===== config.mk =====
export PLATFORM = sky130hd
export DESIGN_NAME = ad9363_phy_emulator
export DESIGN_NICKNAME = d
export VERILOG_FILES = /design/src/rtl/ad9363_phy_emulator.sv
export SDC_FILE = /design/constraint.sdc
export NUM_CORES = 1
export LEC_CHECK = 0
export ABC_AREA = 1
export BUFFER_PORTS_ARGS = -buffer_cell sky130_fd_sc_hd__buf_2
export CAP_MARGIN = 20
export CORE_ASPECT_RATIO = 1.75
export CORE_MARGIN = 2
export CORE_UTILIZATION = 60
export CTS_BUF_LIST = sky130_fd_sc_hd__clkbuf_4 sky130_fd_sc_hd__clkbuf_8
export DETAILED_ROUTE_END_ITERATION = 6
export PLACE_DENSITY = 0.89
export SYNTH_ARGS = -nofsm -noshare
export SYNTH_HDL_FRONTEND = slang
export SYNTH_SLANG_ARGS = --single-unit
export TNS_END_PERCENT = 50

===== constraint.sdc =====
create_clock -name clk -period 3.37 [get_ports clk]
set_input_delay 1.011 -clock clk [delete_from_list [all_inputs] [get_ports clk]]
set_output_delay 1.011 -clock clk [all_outputs]
set_load 0.01 [all_outputs]

===== src/rtl/ad9363_phy_emulator.sv =====
// AD9363-side model of the 12-bit single-port CMOS interface (1R1T).
// Deframes the FPGA transmit stream into I/Q samples, buffers them and
// replays them on the receive port as a digital loopback partner.
module ad9363_phy_emulator #(
    parameter int unsigned DEPTH_LOG2 = 4,
    parameter int unsigned DW         = 12
) (
    input  logic                  clk,
    input  logic                  rst,
    input  logic                  tx_frame,
    input  logic [DW-1:0]         p1_d,
    output logic                  rx_frame,
    output logic [DW-1:0]         p0_d,
    input  logic                  loop_en,
    input  logic                  clr_flags,
    output logic                  overflow,
    output logic                  underflow,
    output logic                  frame_err,
    output logic [DEPTH_LOG2:0]   fifo_level
);

    localparam int unsigned DEPTH = 1 << DEPTH_LOG2;
    localparam int unsigned LW    = DEPTH_LOG2 + 1;
    localparam int unsigned SW    = 2 * DW;
    localparam logic [LW-1:0] LVL_FULL = LW'(DEPTH);

    typedef enum logic {
        WAIT_I = 1'b0,
        GOT_I  = 1'b1
    } defr_state_t;

    defr_state_t             r_state;
    logic [DW-1:0]           r_i;
    logic [SW-1:0]           r_mem [DEPTH];
    logic [DEPTH_LOG2-1:0]   r_wptr;
    logic [DEPTH_LOG2-1:0]   r_rptr;
    logic [LW-1:0]           r_level;
    logic                    r_primed;
    logic                    r_rx_frame;
    logic [DW-1:0]           r_p0_d;
    logic [DW-1:0]           r_hold_q;
    logic                    r_overflow;
    logic                    r_underflow;
    logic                    r_frame_err;

    logic                    w_push_req;
    logic                    w_push;
    logic                    w_pop;
    logic [SW-1:0]           w_head;
    logic                    w_ovf_set;
    logic                    w_ufl_set;
    logic                    w_ferr_set;

    // Pop only on an I-slot edge; the empty check uses the registered level
    assign w_pop      = loop_en && !r_rx_frame && (r_level != '0);
    assign w_push_req = (r_state == GOT_I) && !tx_frame;
    assign w_push     = w_push_req && ((r_level < LVL_FULL) || w_pop);
    assign w_head     = r_mem[r_rptr];
    assign w_ovf_set  = w_push_req && !w_push;
    assign w_ufl_set  = !r_rx_frame && !w_pop && loop_en && r_primed;
    assign w_ferr_set = (r_state == GOT_I) && tx_frame;

    // Deframer: pair an I word with the following Q word
    always_ff @(posedge clk or negedge rst) begin
        if (!rst) begin
            r_state <= WAIT_I;
            r_i     <= '0;
        end else begin
            case (r_state)
                WAIT_I: begin
                    if (tx_frame) begin
                        r_i     <= p1_d;
                        r_state <= GOT_I;
                    end
                end
                GOT_I: begin
                    if (tx_frame) begin
                        r_i <= p1_d;
                    end else begin
                        r_state <= WAIT_I;
                    end
                end
                default: r_state <= WAIT_I;
            endcase
        end
    end

    // Sample storage; contents need no reset since the level gates reads
    always_ff @(posedge clk) begin
        if (w_push) begin
            r_mem[r_wptr] <= {r_i, p1_d};
        end
    end

    // FIFO pointers, occupancy and primed marker
    always_ff @(posedge clk or negedge rst) begin
        if (!rst) begin
            r_wptr   <= '0;
            r_rptr   <= '0;
            r_level  <= '0;
            r_primed <= 1'b0;
        end else begin
            if (w_push) begin
                r_wptr   <= r_wptr + DEPTH_LOG2'(1);
                r_primed <= 1'b1;
            end
            if (w_pop) begin
                r_rptr <= r_rptr + DEPTH_LOG2'(1);
            end
            case ({w_push, w_pop})
                2'b10:   r_level <= r_level + LW'(1);
                2'b01:   r_level <= r_level - LW'(1);
                default: r_level <= r_level;
            endcase
        end
    end

    // Framer: free-running I/Q slot toggle, Q half held from the popped sample
    always_ff @(posedge clk or negedge rst) begin
        if (!rst) begin
            r_rx_frame <= 1'b0;
            r_p0_d     <= '0;
            r_hold_q   <= '0;
        end else begin
            r_rx_frame <= !r_rx_frame;
            if (!r_rx_frame) begin
                if (w_pop) begin
                    r_p0_d   <= w_head[SW-1:DW];
                    r_hold_q <= w_head[DW-1:0];
                end else begin
                    r_p0_d   <= '0;
                    r_hold_q <= '0;
                end
            end else begin
                r_p0_d <= r_hold_q;
            end
        end
    end

    // Sticky flags; a set in the same cycle as a clear wins
    always_ff @(posedge clk or negedge rst) begin
        if (!rst) begin
            r_overflow  <= 1'b0;
            r_underflow <= 1'b0;
            r_frame_err <= 1'b0;
        end else begin
            r_overflow  <= w_ovf_set  || (r_overflow  && !clr_flags);
            r_underflow <= w_ufl_set  || (r_underflow && !clr_flags);
            r_frame_err <= w_ferr_set || (r_frame_err && !clr_flags);
        end
    end

    assign rx_frame   = r_rx_frame;
    assign p0_d       = r_p0_d;
    assign overflow   = r_overflow;
    assign underflow  = r_underflow;
    assign frame_err  = r_frame_err;
    assign fifo_level = r_level;

endmodule

==> results.yml <==
timing:
  rsz0062_at_grt: "no"
  maxSlewHeadroom: 0.329
  period_share: 0.725
  slew_viol_final: 0
  setup_tns_ns: 0
  fmax_ghz: 0.409
  period_needed_ns: 2.44
  tightestPinTransition_ns: 1.01
  hold_viol: 0
  clock_skew_ns: 0.0352
  setup_viol: 0
  holdWs_ns: 0.398
pwr:
  power.total_mw: 15.7
  p_leak_nw: 9.13
  max-vdd-ir-drop_uv: 1100
  p_per_area_nw_per_um2: 762
floorplanning:
  die-width_um: 138
  io_pins: 38
  fp.dieH_um: 239
  num_rows: 85
  start_util: 0.611
  die-area_um2: 32900
  design.core.area_um2: 30800
layout:
  fin_util: 0.669
  multiInputGateArea_um2: 4330
  final_common_cell: "nand2_1"
  final_nets: 1886
  fillers: 2023
  final-seq-area_um2: 12900
  area_growth_pct: 9.49
  drive_above_1_share: 0.0996
  fin_area_um2: 20600
  layout_common_cells: "nand2_1, edfxtp_1, inv_1, nand3_1, clkbuf_8"
clock_tree:
  cts_tree: "done"
  postCtsResizedCells: 0
  post_cts_buffers: 0
  clk_pin_slew_ns: 0.07
  cts_max_path_buffers: 3
  cts_root_buf: "clkbuf_8"
  clock_sinks: 439
  clk_latency_ns: 0.64
  cts.htree.levels: 2
  ctsHoldBuffers: 0
  cts_buffers: 56
synthesis:
  synth.distinct_cells: 26
  ys.warnings.count: 0
  synth.yosys.seq_area_share: 0.684
  avgSynthCellArea_um2: 10.4
  synth_nets: 1842
  synth_cells: 1816
  ys_ff_latch: 439
  synth_area_um2: 18900
drt:
  wl_mm: 47.8
  first_pass_iters: 7
  ant_nets: 0
  dr.first_iter.drc_count: 2076
  wl_per_cell_um: 20.8
  drcViolationCount: 0
  vias: 13500
  vias_per_cell: 5.88
global_route:
  first_global_vias: 13500
  antenna_found_initial: 1
  grt-ovfl-total: 0
  grt_pass1_wl_mm: 72.8
  grt_usage: 0.290
  grt_max_degree: 195
worst_setup_path:
  cp.arrival_ns: 2.99
  endpoint_kind: "flip-flop"
  setup.worst_path.class: "in2reg"
  crit_required_ns: 3.92
  critPathMaxFanout: 15
  reg2reg_slack_ns: 1.04
  cp-start-kind: "input port"
placed_design:
  port_buffers: 37
  dpl-instance-area_um2: 19500
  hpwl_mm: 28.6
  gp_congestion: 0.897
run:
  cap_viol_max_count: 0
run_status:
  status: "finished, final reports clean"
hold_path:
  hold_class: "in2async"
==> path summary, 6_finish.rpt <==
path	start	endpoint	cells after the start
max in group asynchronous	rst	r_hold_q[8]	2
setup / recovery	tx_frame	fifo_level[4]	15
min in group clk	rx_frame	rx_frame	1
hold / removal	rst	r_wptr[0]	1
hold reg to reg	rx_frame	rx_frame	1
setup reg to reg	r_rptr[0]	r_hold_q[8]	8
==> cells in the mapped netlist <==
cell / n / area, µm²
nand2_1: 632 / 2370
edfxtp_1: 384 / 11500
inv_1: 308 / 1160
nand3_1: 293 / 1470
dfrtp_1: 55 / 1380
buf_2: 38 / 190
buf_6: 22 / 248
clkbuf_1: 19 / 71.3
nor2_1: 19 / 71.3
ha_1: 9 / 113
xor2_1: 9 / 78.8
o21ai_0: 5 / 25.0
buf_4: 4 / 30.0
inv_2: 4 / 15.0
buf_1: 2 / 7.51
inv_4: 2 / 12.5
nand4_1: 2 / 12.5
a21boi_0: 1 / 7.51
a21oi_1: 1 / 5.00
a21oi_4: 1 / 16.3
buf_8: 1 / 15.0
nand2_2: 1 / 6.26
o21bai_1: 1 / 7.51
o22ai_1: 1 / 6.26
o32ai_1: 1 / 8.76
xnor2_1: 1 / 8.76
==> routing by layer <==
layer,up-vias,share of wire,global-route usage
met4,0,0.083,0.211
met5,-,0,0
met1,6308,0.32,0.335
met2,1058,0.49,0.485
li1,5902,-,-
met3,258,0.11,0.0547
==> per-stage QoR <==
step / instances / setup slack [ns]
final: 2300 / 0.926
after global routing: 2300 / 0.765
after CTS: 2299 / 0.941
after detailed placement: 2193 / 0.332
after global placement: 2193 / 0.386
after floorplan: 1816 / 0.275
==> power breakdown <==
group	internal, mW	total (mW)	switching (mW)
combinational	1.42	5.20	3.78
sequential	6.34	6.65	0.309
clock	1.92	3.88	1.95
total	9.69	15.7	6.04
==> flip-flops by register name, summed over array words and instances (netlist names) <==
name,count
r_mem,384
p0_d,12
r_hold_q,12
r_i,12
fifo_level,5
r_rptr,4
r_wptr,4
frame_err,1
overflow,1
r_primed,1
r_state,1
rx_frame,1
underflow,1
==> layout make-up <==
class                           instances  area share
Multi-Input combinational cell        977       0.209
Clock inverter                         30     0.00818
Clock buffer                           76      0.0461
Tap cell                              391      0.0237
Timing Repair Buffer                   72      0.0296
Antenna cell                            1    0.000121
Inverter                              314      0.0573
Sequential cell                       439       0.626
==> worst max-delay path, stage by stage <==
cell and delay [ns]:
buf_2 0.19, inv_2 0.08, nand2_1 0.09, a21oi_4 0.24, inv_2 0.10, ha_1 0.30, xor2_1 0.23, ha_1 0.18
inv_1 0.04, nand2_1 0.11, nand3_1 0.09, nand2_1 0.08, xor2_1 0.15, nand2_1 0.06, nand2_1 0.05
==> cell families after synthesis <==
kind of cell,after synthesis,synth area share
AO/OA/AOI/OAI,11,0.00405
adder cells (fa/ha/maj),9,0.00597
buffers and inverters,400,0.0926
XOR/XNOR,10,0.00464
AND/OR/NAND/NOR,947,0.208
flip-flops,439,0.684
No activity file was read; power rests on OpenSTA's default activity.
